File: src/rtl/adder4_if.sv
// rtl/adder4_if.sv - operand/result bundle for the registered ripple-carry adder
//
// Signals:
//   A, B  [WIDTH-1:0]  unsigned operands (master -> slave)
//   cin                carry into bit 0   (master -> slave)
//   S     [WIDTH-1:0]  registered sum     (slave -> master)
//   cout               registered carry out of the MSB (slave -> master)
// Modports:
//   master  drives operands, observes the result
//   slave   the adder itself
interface adder4_if #(
  parameter int WIDTH = 4
);
  logic [WIDTH-1:0] A;
  logic [WIDTH-1:0] B;
  logic             cin;
  logic [WIDTH-1:0] S;
  logic             cout;

  modport master (
    output A,
    output B,
    output cin,
    input  S,
    input  cout
  );

  modport slave (
    input  A,
    input  B,
    input  cin,
    output S,
    output cout
  );
endinterface

File: src/rtl/adder4.sv
// rtl/adder4.sv - registered WIDTH-bit structural ripple-carry adder
//
// full_adder ports:
//   a, b, ci  operand bits and carry in
//   s, co     sum bit and carry out
//
// adder4 ports:
//   clk   rising-edge clock
//   rst   synchronous reset, active-high; clears S and cout
//   bus   adder4_if.slave: A, B, cin in; S, cout out (both straight from flops)

module full_adder (
  input  logic a,
  input  logic b,
  input  logic ci,
  output logic s,
  output logic co
);
  assign s  = a ^ b ^ ci;
  assign co = (a & b) | (a & ci) | (b & ci);
endmodule

module adder4 #(
  parameter int WIDTH = 4
) (
  input  logic    clk,
  input  logic    rst,
  adder4_if.slave bus
);
  // carry[i] feeds cell i; carry[WIDTH] is the carry out of the MSB.
  logic [WIDTH:0]   carry;
  logic [WIDTH-1:0] sum_c;

  logic [WIDTH-1:0] s_d, s_q;
  logic             cout_d, cout_q;

  assign carry[0] = bus.cin;

  for (genvar i = 0; i < WIDTH; i++) begin : g_fa
    full_adder u_fa (
      .a  (bus.A[i]),
      .b  (bus.B[i]),
      .ci (carry[i]),
      .s  (sum_c[i]),
      .co (carry[i+1])
    );
  end

  always_comb begin
    s_d    = sum_c;
    cout_d = carry[WIDTH];
  end

  always_ff @(posedge clk) begin
    if (rst) begin
      s_q    <= '0;
      cout_q <= 1'b0;
    end else begin
      s_q    <= s_d;
      cout_q <= cout_d;
    end
  end

  // Outputs come only from the registers: no input-to-output combinational path.
  assign bus.S    = s_q;
  assign bus.cout = cout_q;
endmodule

File: src/flat_wrapper.sv
// flat-port wrapper written by rule: the top's interface ports become plain ports
module adder4_flat 
#(
  parameter int WIDTH = 4
)
  (clk, rst, bus_A, bus_B, bus_cin, bus_S, bus_cout);
  adder4_if #(.WIDTH(WIDTH)) bus_i ();
  input  logic clk;
  input  logic rst;
  input wire logic [$bits(bus_i.A)-1:0] bus_A;
  input wire logic [$bits(bus_i.B)-1:0] bus_B;
  input wire logic [$bits(bus_i.cin)-1:0] bus_cin;
  output wire logic [$bits(bus_i.S)-1:0] bus_S;
  output wire logic [$bits(bus_i.cout)-1:0] bus_cout;
  assign bus_i.A = bus_A;
  assign bus_i.B = bus_B;
  assign bus_i.cin = bus_cin;
  assign bus_S = bus_i.S;
  assign bus_cout = bus_i.cout;
  adder4 #(.WIDTH(WIDTH)) u_core (.clk(clk), .rst(rst), .bus(bus_i));
endmodule
File: config.mk
export PLATFORM = sky130hd
export DESIGN_NAME = adder4_flat
export DESIGN_NICKNAME = d
export VERILOG_FILES = /design/src/rtl/adder4_if.sv /design/src/rtl/adder4.sv /design/src/flat_wrapper.sv
export SDC_FILE = /design/constraint.sdc
export NUM_CORES = 1
export LEC_CHECK = 0
export BUFFER_PORTS_ARGS = -buffer_cell sky130_fd_sc_hd__buf_2
export CAP_MARGIN = 20
export CORE_AREA = 4 4 41 43
export CTS_BUF_LIST = sky130_fd_sc_hd__clkbuf_4
export CTS_CLUSTER_DIAMETER = 40
export CTS_CLUSTER_SIZE = 24
export DETAILED_ROUTE_END_ITERATION = 8
export DIE_AREA = 0 0 45 47
export PLACE_DENSITY = 0.49
export SYNTH_ARGS = -nofsm -noshare
export SYNTH_HDL_FRONTEND = slang
export SYNTH_HIERARCHICAL = 1
export SYNTH_SLANG_ARGS = --single-unit
export TNS_END_PERCENT = 1
File: constraint.sdc
create_clock -name clk -period 2.9 [get_ports clk]
set_input_delay 0.58 -clock clk [delete_from_list [all_inputs] [get_ports clk]]
set_output_delay 0.58 -clock clk [all_outputs]
set_load 0.03 [all_outputs]
# --- Word-level counts from Yosys, hierarchy flattened ---
# Cells that the tools add are included.
op_classes:
  order_cmp: 0
  muxes: 0
  eq_ne: 0
  mul: 0
  n_reduce_logical: 0
  div: 0
  n_bitwise: 28
  addsub: 0
  shift: 0
ops:
  columns: ["op", "count"]
  rows:
  - ["AND 1 bit", 12]
  - ["bitwise OR 1 bit", 8]
  - ["XOR 1 bit", 8]
word_totals:
  ff_bits: 5
  wordCells: 30
  latch_bits: 0
  mem_count: 0
  mem_bits_ro: 0
  ramBits: 0
  out_inout_bits: 5

# --- Depth between registers and ports, before layout ---
# Gate-level depths: netlist (run 1).
logic_depth:
  word_depth: 12
  depth_mapped: 5
  ltp_nobuf: 5

# --- By module ---
# The synthesis (run 1) kept the hierarchy.
modules_own_cells:
  columns: ["mod", "n_inst", "area_per_inst_um2", "cells_per_inst", "seq_area_each_um2"]
  rows:
  - ["adder4", 1, 131.4, 10, 100.1]
  - ["full_adder", 4, 20.0, 1, 0.0]

# --- Least setup slack after synthesis (run 1) ---
# No wires, ideal clock.
synth_timing:
  path_type: "input to register"
  start: "in bus_A[0]"
  end: "reg u_core.s_q[3] (netlist: u_core/bus.S[3])"
  cell_stages: 5
  path_slack_ns: 0.489
  path_buffers: 0
  t_arrival_ns: 2.298
  cell_sequence: "fa_1 > fa_1 > fa_1 > fa_1 > nor2b_1"
synth_via:
  elab_chain_cells: 10
  word_cells_on_any_way: 13
synth_lines:
  columns: ["item", "line_no", "rtl"]
  rows:
  - ["from (decl)", "flat_wrapper.sv:10", "input wire logic [$bits(bus_i.A)-1:0] bus_A;"]
  - ["AND 1 bit", "adder4.sv:20", "assign co = (a & b) | (a & ci) | (b & ci);"]
  - ["bitwise OR 1 bit (*) (2 in series)", "adder4.sv:20", null]
  - ["AND 1 bit", "adder4.sv:20", null]
  - ["bitwise OR 1 bit", "adder4.sv:20", null]
  - ["bitwise OR 1 bit (*)", "adder4.sv:20", null]
  - ["net u_core.carry[2]", "adder4.sv:31", "logic [WIDTH:0] carry;"]
  - ["AND 1 bit", "adder4.sv:20", null]
  - ["bitwise OR 1 bit", "adder4.sv:20", null]
  - ["bitwise OR 1 bit (*)", "adder4.sv:20", null]
  - ["net u_core.carry[3]", "adder4.sv:31", null]
  - ["XOR 1 bit (*)", "adder4.sv:19", "assign s = a ^ b ^ ci;"]
  - ["net u_core.s_d[3]", "adder4.sv:34", "logic [WIDTH-1:0] s_d, s_q;"]
  - ["to (signal assigned)", "adder4.sv:56", "s_q <= '0;"]
  - ["to (signal assigned)", "adder4.sv:59", "s_q <= s_d;"]
  - ["to (decl)", "adder4.sv:34", null]
# The timed path passes the listed nets; every way through them passes the cells marked *.
# A chain may end at the register's enable or synchronous reset.

# --- Final worst setup path (run 1) ---
layout_timing:
  start: "in bus_A[0]"
  end: "reg u_core.s_q[3] (netlist: u_core/bus.S[3])"
layout_via:
  elab_chain_cells: 10
  word_cells_on_any_way: 13
layout_lines:
  columns: ["item", "line_no"]
  rows:
  - ["AND 1 bit", "adder4.sv:20"]
  - ["bitwise OR 1 bit (*) (2 in series)", "adder4.sv:20"]
  - ["net u_core.carry[1]", "adder4.sv:31"]
  - ["AND 1 bit", "adder4.sv:20"]
  - ["bitwise OR 1 bit", "adder4.sv:20"]
  - ["bitwise OR 1 bit (*)", "adder4.sv:20"]
  - ["net u_core.carry[2]", "adder4.sv:31"]
  - ["AND 1 bit", "adder4.sv:20"]
  - ["bitwise OR 1 bit", "adder4.sv:20"]
  - ["bitwise OR 1 bit (*)", "adder4.sv:20"]
  - ["net u_core.carry[3]", "adder4.sv:31"]
  - ["XOR 1 bit (*)", "adder4.sv:19"]
  - ["net u_core.s_d[3]", "adder4.sv:34"]
# Marks and branches as above.

==> run metrics, run 1 <==
H-tree depth=1; commonest non-fill, non-tap cell in the layout=buf_2; CTS clk-pin slew, worst paths=~0.040 ns; 1st-pass router iterations=1; DR vias=160; CTS Hold Bufs=0; die area=between 2000 and 2500 sq um; P_sw=about 55 uW; clock power share=40.7%; Port Buffers=15; Synth Cell Area=211.5 sq um; n_diodes=0; Seq/Total Area, Yosys=between 40% and 50%; Overflow after GRT=0; status=completed; top cells by area, synth=dfxtp_1, fa_1, nor2b_1; Syn Nets=29; total negative slack=0 ns; # Post-CTS Setup Buffers=0; First DRT Iteration DRCs=0; Max Clock Freq=425.7 MHz; CTS Buf Count=3; Worst IR Drop VDD=roughly 0.00012 V; # Max-Cap Violations=0; final hold vios=0; Final Wtd Congestion=slightly below 0.6; Root Buffer=clkbuf_4; drt total wl=~410 um; Arrival @ worst endpoint=2.48 ns; row count=13; P_leak=~0.16 nW; Synth warnings=6; cell-internal power=157.0 uW; Power Dens Cells=about 630 nW/um^2; Period minus WS final=2.349 ns; final setup fails=0; Max clock buf depth=2; worst-path fanout max=1; post-synthesis cell count=14; RSZ-0062 raised after global routing=false; Worst slew margin=89.64%; crit start category=input pin; Synth top area share=a little under half; Synth area leader=dfxtp_1; Flop pwr share=between 30% and 40%; first-pass GRT wire length=600 um; DR WL/cell=8.583 um; Crit Path Class=input pin to flip-flop; layout cell share with drive strength beyond 1=57.58%; commonest cells after routing, fill and taps aside=buf_2, nor2b_1, dfxtp_1, clkbuf_4, fa_1; Hold Path Class=input pin to flip-flop; Area Growth Syn to Fin=58.58%; switching share of total power=~26%; Seq cells post-synth=5; IO Pins=16; Tcrit/Tclk final=approximately 81%; clk sinks=5; Final Instance Count excl. Fillers=48; Starting Density=~16%; Data required, critical path=about 3 ns; Mean Syn Cell Area=15.10 sq um; # placed instances=44; Slew @ Worst Pin=~0.16 ns; die height=about 47 um; DIE WIDTH=about 45 um; largest net degree at the start of global routing=6; number of global-route vias before repair=around 180; vias per cell=~3.3; combinational share of power=22.3%; TritonCTS clock tree=yes; crit end category=flip-flop; Residual DRC=0; Slew Viols, Final=0; core area=roughly 1300 sq um; Routed Antenna Nets=0; initial antenna violation count=0; global-route usage over all layers=under 10%; post-cts resize count=0; synth unique cells=3; nets@finish=49
power by group through the flow:
stage	Clock (mW)	Sequential (mW)	Combinational [mW]
2_1_floorplan	0	0.0959	0.0117
3_3_place_gp	0	0.0796	0.0475
3_5_place_dp	0	0.0797	0.0484
4_1_cts	0.0909	0.0785	0.0484
5_1_grt	0.0945	0.0793	0.0522
6_report	0.0863	0.0784	0.0472
cells by family (layout without fill, tap and decap cells):
family                   after synthesis  count (layout)  share of synthesized area, %
adder cells (fa/ha/maj)                4               4                         37.87
buffers and inverters                  0              19                             0
flip-flops                             5               5                         47.34
AND/OR/NAND/NOR                        5               5                         14.79
area by class of cell:
cell class	count	area, sq um
clock buffers	4	30.03
fillers	150	965.9
multi-input cells	9	111.4
flip-flops and latches	5	100.1
well taps	15	18.77
repair buffers	15	75.07
stage by stage:
step / power, mW / area (sq um) / hold slack (ns) / utilization, % / setup slack, ns
6_report: 0.2118 / 335.3 / 0.5637 / 25.77 / 0.5512
5_1_grt: 0.2261 / 335.3 / 0.5730 / 25.77 / 0.5153
4_1_cts: 0.2178 / 335.3 / 0.5570 / 25.77 / 0.5577
3_5_place_dp: 0.1280 / 305.3 / 0.8108 / 23.46 / 0.3043
3_3_place_gp: 0.1271 / 305.3 / 0.8035 / 23.46 / 0.3245
2_1_floorplan: 0.1076 / 211.5 / 0.6516 / - / 0.4887
flip-flops by register name, summed over array words and instances, names as in the netlist:
register and count:
u_core/bus.S 4, u_core/bus.cout 1
Yosys cell counts, drive strengths merged:
library cell,count
dfxtp,5
nor2b,5
fa,4
worst max-delay path: stages:
cell and delay (ns):
buf_2 0.11, fa_1 0.43, fa_1 0.40, fa_1 0.39, fa_1 0.43, nor2b_1 0.13
routing by layer:
layer	GRT usage (%)	vias to the layer above	wire length, um
li1	-	79	-
met1	4.884	62	179
met2	5.367	17	141
met3	0	2	71
met4	12.28	0	19
met5	0	-	0
path summary, 6_finish.rpt:
path	slack [ns]	to	start	cells after the start
worst min-delay path	0.56	u_core/bus.S[1]	rst	2
worst max-delay path	0.55	u_core/bus.S[3]	bus_A[0]	6
Power figures use the tool's default switching activity.
==> run 2: changes to the inputs <==
--- a/config.mk
+++ b/config.mk
@@ -5,6 +5,7 @@
 export SDC_FILE = /design/constraint.sdc
 export NUM_CORES = 1
 export LEC_CHECK = 0
+export ABC_AREA = 1
 export BUFFER_PORTS_ARGS = -buffer_cell sky130_fd_sc_hd__buf_2
 export CAP_MARGIN = 20
 export CORE_AREA = 4 4 41 43
==> constraint.sdc (replaced) <==
create_clock -name clk -period 2.2 [get_ports clk]
set_input_delay 0.44 -clock clk [delete_from_list [all_inputs] [get_ports clk]]
set_output_delay 0.44 -clock clk [all_outputs]
set_load 0.03 [all_outputs]
==> run metrics, run 2 <==
Root Buffer=clkbuf_4; CP max-delay cell=fa_1; Data required, critical path=2.37 ns (-0.66 ns); crit start category=input pin; drt total wl=413 um (+0.24%); P_leak=0.1873 nW (+15%); commonest non-fill, non-tap cell in the layout=buf_2; final setup fails=0 (unchanged); nets@finish=54 (+10%); highest routed layer=met3; Worst slew margin=89.39% (-0.25 points); switching share of total power=27.62% (+1.8 points); crit end category=flip-flop; Max clock buf depth=2 (unchanged); Residual DRC=0 (unchanged); post-synthesis async set-or-reset flop share=0% (unchanged); row count=13 (unchanged); # fillers=150 (unchanged); Synth top area share=45.98% (-1.4 points); EDFF count, synth=0 (unchanged); Area Growth Syn to Fin=59.20%; global-route usage over all layers=5.330% (+0.47 points); worst-path fanout max=1 (unchanged); post-route cell area=346.6 sq um (+3.4%); worst path cell trace=buf_2 > fa_1 > fa_2 > fa_2 > fa_1 > inv_1 > nor2_1; CTS Hold Bufs=0 (unchanged); vias per cell=3.189 (-4.3%); Tcrit/Tclk final=94.86%; Worst IR Drop VDD=0.0002834 V (+130%); WHS=0.4239 ns (-0.1398 ns); Max Clock Freq=~480 MHz; layout cell share with drive strength beyond 1=55.26% (-2.3 points); cell-internal power=206.0 uW (+31%); Synth Cell Area=217.7 sq um (+3.0%); CTS clk-pin slew, worst paths=0.04 ns (about the same); Max stage delay on crit path=0.48 ns (+0.05 ns); Hold Path Class=input pin to flip-flop; Crit Path Class=input pin to flip-flop; Routed Antenna Nets=0 (unchanged); Arrival @ worst endpoint=2.26 ns (-0.22 ns); Seq/Total Area, Yosys=45.98% (-1.4 points); post-synthesis cell count=19 (+5); number of global-route vias before repair=169 (-6.6%); Seq cells post-synth=5 (unchanged); Mean Syn Cell Area=11.46 sq um (-24%); core area=1301 sq um (unchanged); Slew Viols, Final=0 (unchanged); Port Buffers=15 (unchanged); Placement Cell Area=316.6 sq um (+3.7%); n_diodes=0 (unchanged); clock power share=40.6% (about the same); largest net degree at the start of global routing=6 (unchanged); TritonCTS clock tree=yes; H-tree depth=1 (unchanged); synth unique cells=4 (+1); initial antenna violation count=0 (unchanged); Period minus WS final=between 2 and 2.5 ns; Final Wtd Congestion=0.6656 (+13%); Syn Nets=34 (+17%); DIE WIDTH=45 um (unchanged); top cells by area, synth=dfxtp_1, fa_1, inv_1; Overflow after GRT=0 (unchanged); Primary FF master, synth=dfxtp_1; status=completed; combinational share of power=23.0% (+0.7 points); Buf+Inv Stages, Crit Path=2 (+1); first-pass GRT wire length=690 um (+15%); RSZ-0062 raised after global routing=false; CTS Buf Count=3 (unchanged); 1st-pass router iterations=3 (+2); final hold vios=0 (unchanged); cell family with most CP delay=adder cells; DR vias=169 (+5.6%); DR WL/cell=7.792 um (-9.2%); Met1 Wirelength=205 um (+15%); commonest cells after routing, fill and taps aside=buf_2, inv_1, nor2_1, dfxtp_1, clkbuf_4; WL met3=89 um (+25%); die height=47 um (unchanged); Synth top cells by count=dfxtp_1, inv_1, nor2_1, fa_1; post-cts resize count=0 (unchanged); Starting Density=16.73% (+0.48 points); met2 wire len=118 um (-16%); die area=2115 sq um (unchanged); IO Pins=16 (unchanged); First DRT Iteration DRCs=7 (+7); max FFs per register=4 (unchanged); Power Dens Cells=821.3 nW/um^2 (+30%); # Post-CTS Setup Buffers=0 (unchanged); Synth area leader=dfxtp_1; Synth warnings=6 (unchanged); P_sw=78.63 uW (+44%); Slew @ Worst Pin=0.1602 ns (+0.003735 ns); Flop pwr share=36.3% (-0.7 points); clk sinks=5 (unchanged); # Max-Cap Violations=0 (unchanged)
-- run 2: cell count changes after synthesis --
cell / change
nor2_1: +5
inv_1: +5
nor2b_1: -5
-- run 2: power by group through the flow --
stage / logic, mW / registers [mW] / clock network [mW]
after floorplan: 0.0193 / 0.126 / 0
after global placement: 0.0668 / 0.105 / 0
after detailed placement: 0.0668 / 0.105 / 0
after CTS: 0.0668 / 0.104 / 0.121
after global routing: 0.0747 / 0.105 / 0.131
final: 0.0656 / 0.103 / 0.116
-- run 2: per-layer routing --
layer / vias to the layer above / GRT usage, %
met3: 0 / 6.130
met2: 16 / 4.802
met4: 0 / 3.509
met5: - / 0
li1: 90 / -
met1: 63 / 6.497
-- run 2: logic make-up after synthesis --
logic type                 Yosys count  share of synthesized area, %
buffers and inverters                5                         8.622
adders and majority gates            4                         36.78
and+or+nand+nor                      5                         8.622
DFF                                  5                         45.98
-- run 2: final timing paths --
kind / endpoint / slack [ns] / from / depth (start not counted)
max: u_core/bus.S[3] / 0.11 / bus_A[0] / 7
min: u_core/bus.S[1] / 0.42 / rst / 2
-- run 2: layout make-up --
class	count	area (sq um)	share of cell area, %
clock buffer	4	30.03	8.664
inverter	5	18.77	5.415
multi-input combinational	9	103.9	29.96
sequential	5	100.1	28.88
tap	15	18.77	5.415
timing repair buffer	15	75.07	21.66
-- run 2: through the flow --
step / total power [mW] / setup slack, ns / TNS (ns) / cells / utilization (%)
floorplan: 0.1457 / 0.02623 / 0 / 19 / -
global placement: 0.1719 / -0.1414 / -0.1928 / 49 / 24.33
detailed placement: 0.1720 / -0.1295 / -0.1955 / 49 / 24.33
CTS: 0.2918 / 0.1218 / 0 / 53 / 26.63
global route: 0.3102 / 0.05650 / 0 / 53 / 26.63
finish: 0.2847 / 0.1132 / 0 / 53 / 26.63
==> run 3: changes to the inputs <==
--- a/config.mk
+++ b/config.mk
@@ -15,6 +15,7 @@
 export DETAILED_ROUTE_END_ITERATION = 8
 export DIE_AREA = 0 0 45 47
 export PLACE_DENSITY = 0.49
+export REMOVE_ABC_BUFFERS = 1
 export SYNTH_ARGS = -nofsm -noshare
 export SYNTH_HDL_FRONTEND = slang
 export SYNTH_HIERARCHICAL = 1
==> run metrics, run 3 (synthesis gave the netlist of run 2 again) <==
worst-path fanout max=1 (unchanged); commonest cells after routing, fill and taps aside=buf_2, inv_1, nor2_1, dfxtp_1, clkbuf_4; DR vias=172 (+1.8%); clk sinks=5 (unchanged); # fillers=152 (+1.3%); final setup fails=0 (unchanged); total negative slack=0 ns (unchanged); P_sw=79.99 uW (+1.7%); Worst slew margin=89.58% (+0.19 points); Max Clock Freq=477.0 MHz (-0.46%); Period minus WS final=2.096 ns (+0.009567 ns); grt peak-use layer=met4; Port Buffers=15 (unchanged); First DRT Iteration DRCs=1 (-6); # placed instances=49 (unchanged); met2 Use GR=6.497% (+1.7 points); CTS clk-pin slew, worst paths=0.04 ns (about the same); P_leak=0.1873 nW (unchanged); Data required, critical path=2.38 ns (about the same); Max stage delay on crit path=0.49 ns (about the same); area of the multi-input gates=103.9 sq um (unchanged); WHS=0.4153 ns (-0.008562 ns); commonest non-fill, non-tap cell in the layout=buf_2; Starting Density=16.73% (unchanged); Placement Cell Area=311.5 sq um (-1.6%); post-cts resize count=0 (unchanged); n_diodes=0 (unchanged); Arrival @ worst endpoint=2.27 ns (about the same); Max clock buf depth=2 (unchanged); Routed Antenna Nets=0 (unchanged); Power Dens Cells=827.1 nW/um^2 (+0.70%); cell family with most CP delay=adder cells; Residual DRC=0 (unchanged); H-tree depth=1 (unchanged); clock power share=40.6% (about the same); status=completed; Tcrit/Tclk final=95.29% (+0.43 points); # Max-Cap Violations=0 (unchanged); layout cell share with drive strength beyond 1=55.26% (unchanged); Root Buffer=clkbuf_4; Final Wtd Congestion=0.6281 (-5.6%); Area Growth Syn to Fin=59.20% (unchanged); Crit Path Class=input pin to flip-flop; 1st-pass router iterations=4 (+1); crit start category=input pin; vias per cell=3.245 (+1.8%); Slew Viols, Final=0 (unchanged); largest net degree at the start of global routing=6 (unchanged); combinational share of power=23.4% (+0.4 points); FF/Latch Area=100.1 sq um (unchanged); Final Instance Count excl. Fillers=53 (unchanged); initial antenna violation count=0 (unchanged); die area=2115 sq um (unchanged); number of global-route vias before repair=175 (+3.6%); core area=1301 sq um (unchanged); max FFs per register=4 (unchanged); GR Util met1=5.787% (-0.71 points); die height=47 um (unchanged); Final Core Density=26.63% (unchanged); Buf+Inv Stages, Crit Path=2 (unchanged); CP max-delay cell=fa_1; Worst IR Drop VDD=0.0002054 V (-28%); row count=13 (unchanged); global-route usage over all layers=5.962% (+0.63 points); Setup crit end=u_core/bus.S[3]; CTS Buf Count=3 (unchanged); DR WL/cell=8.679 um (+11%); first-pass GRT wire length=738 um (+7.0%); RSZ-0062 raised after global routing=false; IO Pins=16 (unchanged); DIE WIDTH=45 um (unchanged); worst path cell trace=buf_2 > fa_2 > fa_2 > fa_1 > fa_1 > inv_1 > nor2_1; cell-internal power=206.7 uW (+0.31%); switching share of total power=27.90% (+0.28 points); final hold vios=0 (unchanged); drt total wl=460 um (+11%); nets@finish=54 (unchanged); launch point of the worst path=bus_A[0]; crit end category=flip-flop; CTS Hold Bufs=0 (unchanged); post-route cell area=346.6 sq um (unchanged); Slew @ Worst Pin=0.1574 ns (-0.002816 ns); Crit path depth=7 (unchanged); Overflow after GRT=0 (unchanged); Hold Path Class=input pin to flip-flop; TritonCTS clock tree=yes; # Post-CTS Setup Buffers=0 (unchanged); Flop pwr share=36.1% (-0.2 points); GRT met3 Usage=5.747% (-0.38 points)
-- run 3: metrics by stage --
stage          total power, mW  setup WS, ns
2_1_floorplan           0.1450      -0.05162
4_1_cts                 0.2933      0.003135
6_report                0.2867        0.1036
5_1_grt                 0.3090       0.06536
3_3_place_gp            0.1712       -0.2378
3_5_place_dp            0.1725       -0.2503
-- run 3: metal layers --
layer	up-vias	part of all wire, %
met5	-	0
met3	2	23
met4	0	3.0
li1	89	-
met1	63	42
met2	18	32
-- run 3: worst min path at each step --
stage,startpoint,depth (start not counted),end,slack (ns)
2_1_floorplan,rst,1,u_core/bus.S[0],0.51
3_3_place_gp,rst,2,u_core/bus.cout,0.66
3_5_place_dp,rst,2,u_core/bus.S[2],0.66
4_1_cts,rst,2,u_core/bus.S[2],0.40
5_1_grt,rst,2,u_core/bus.S[0],0.43
6_report,rst,2,u_core/bus.S[2],0.42
-- run 3: cell type report --
type / instances / area share (%)
clock buffer: 4 / 8.664
inverter: 5 / 5.415
multi-input combinational: 9 / 29.96
sequential: 5 / 28.88
tap: 15 / 5.415
timing repair buffer: 15 / 21.66
-- run 3: power by group through the flow --
stage | Clock [mW] | Sequential [mW] | Combinational [mW]
final | 0.116 | 0.103 | 0.0670
after global routing | 0.129 | 0.104 | 0.0758
after CTS | 0.122 | 0.103 | 0.0674
after detailed placement | 0 | 0.105 | 0.0674
after global placement | 0 | 0.105 | 0.0662
after floorplan | 0 | 0.126 | 0.0185
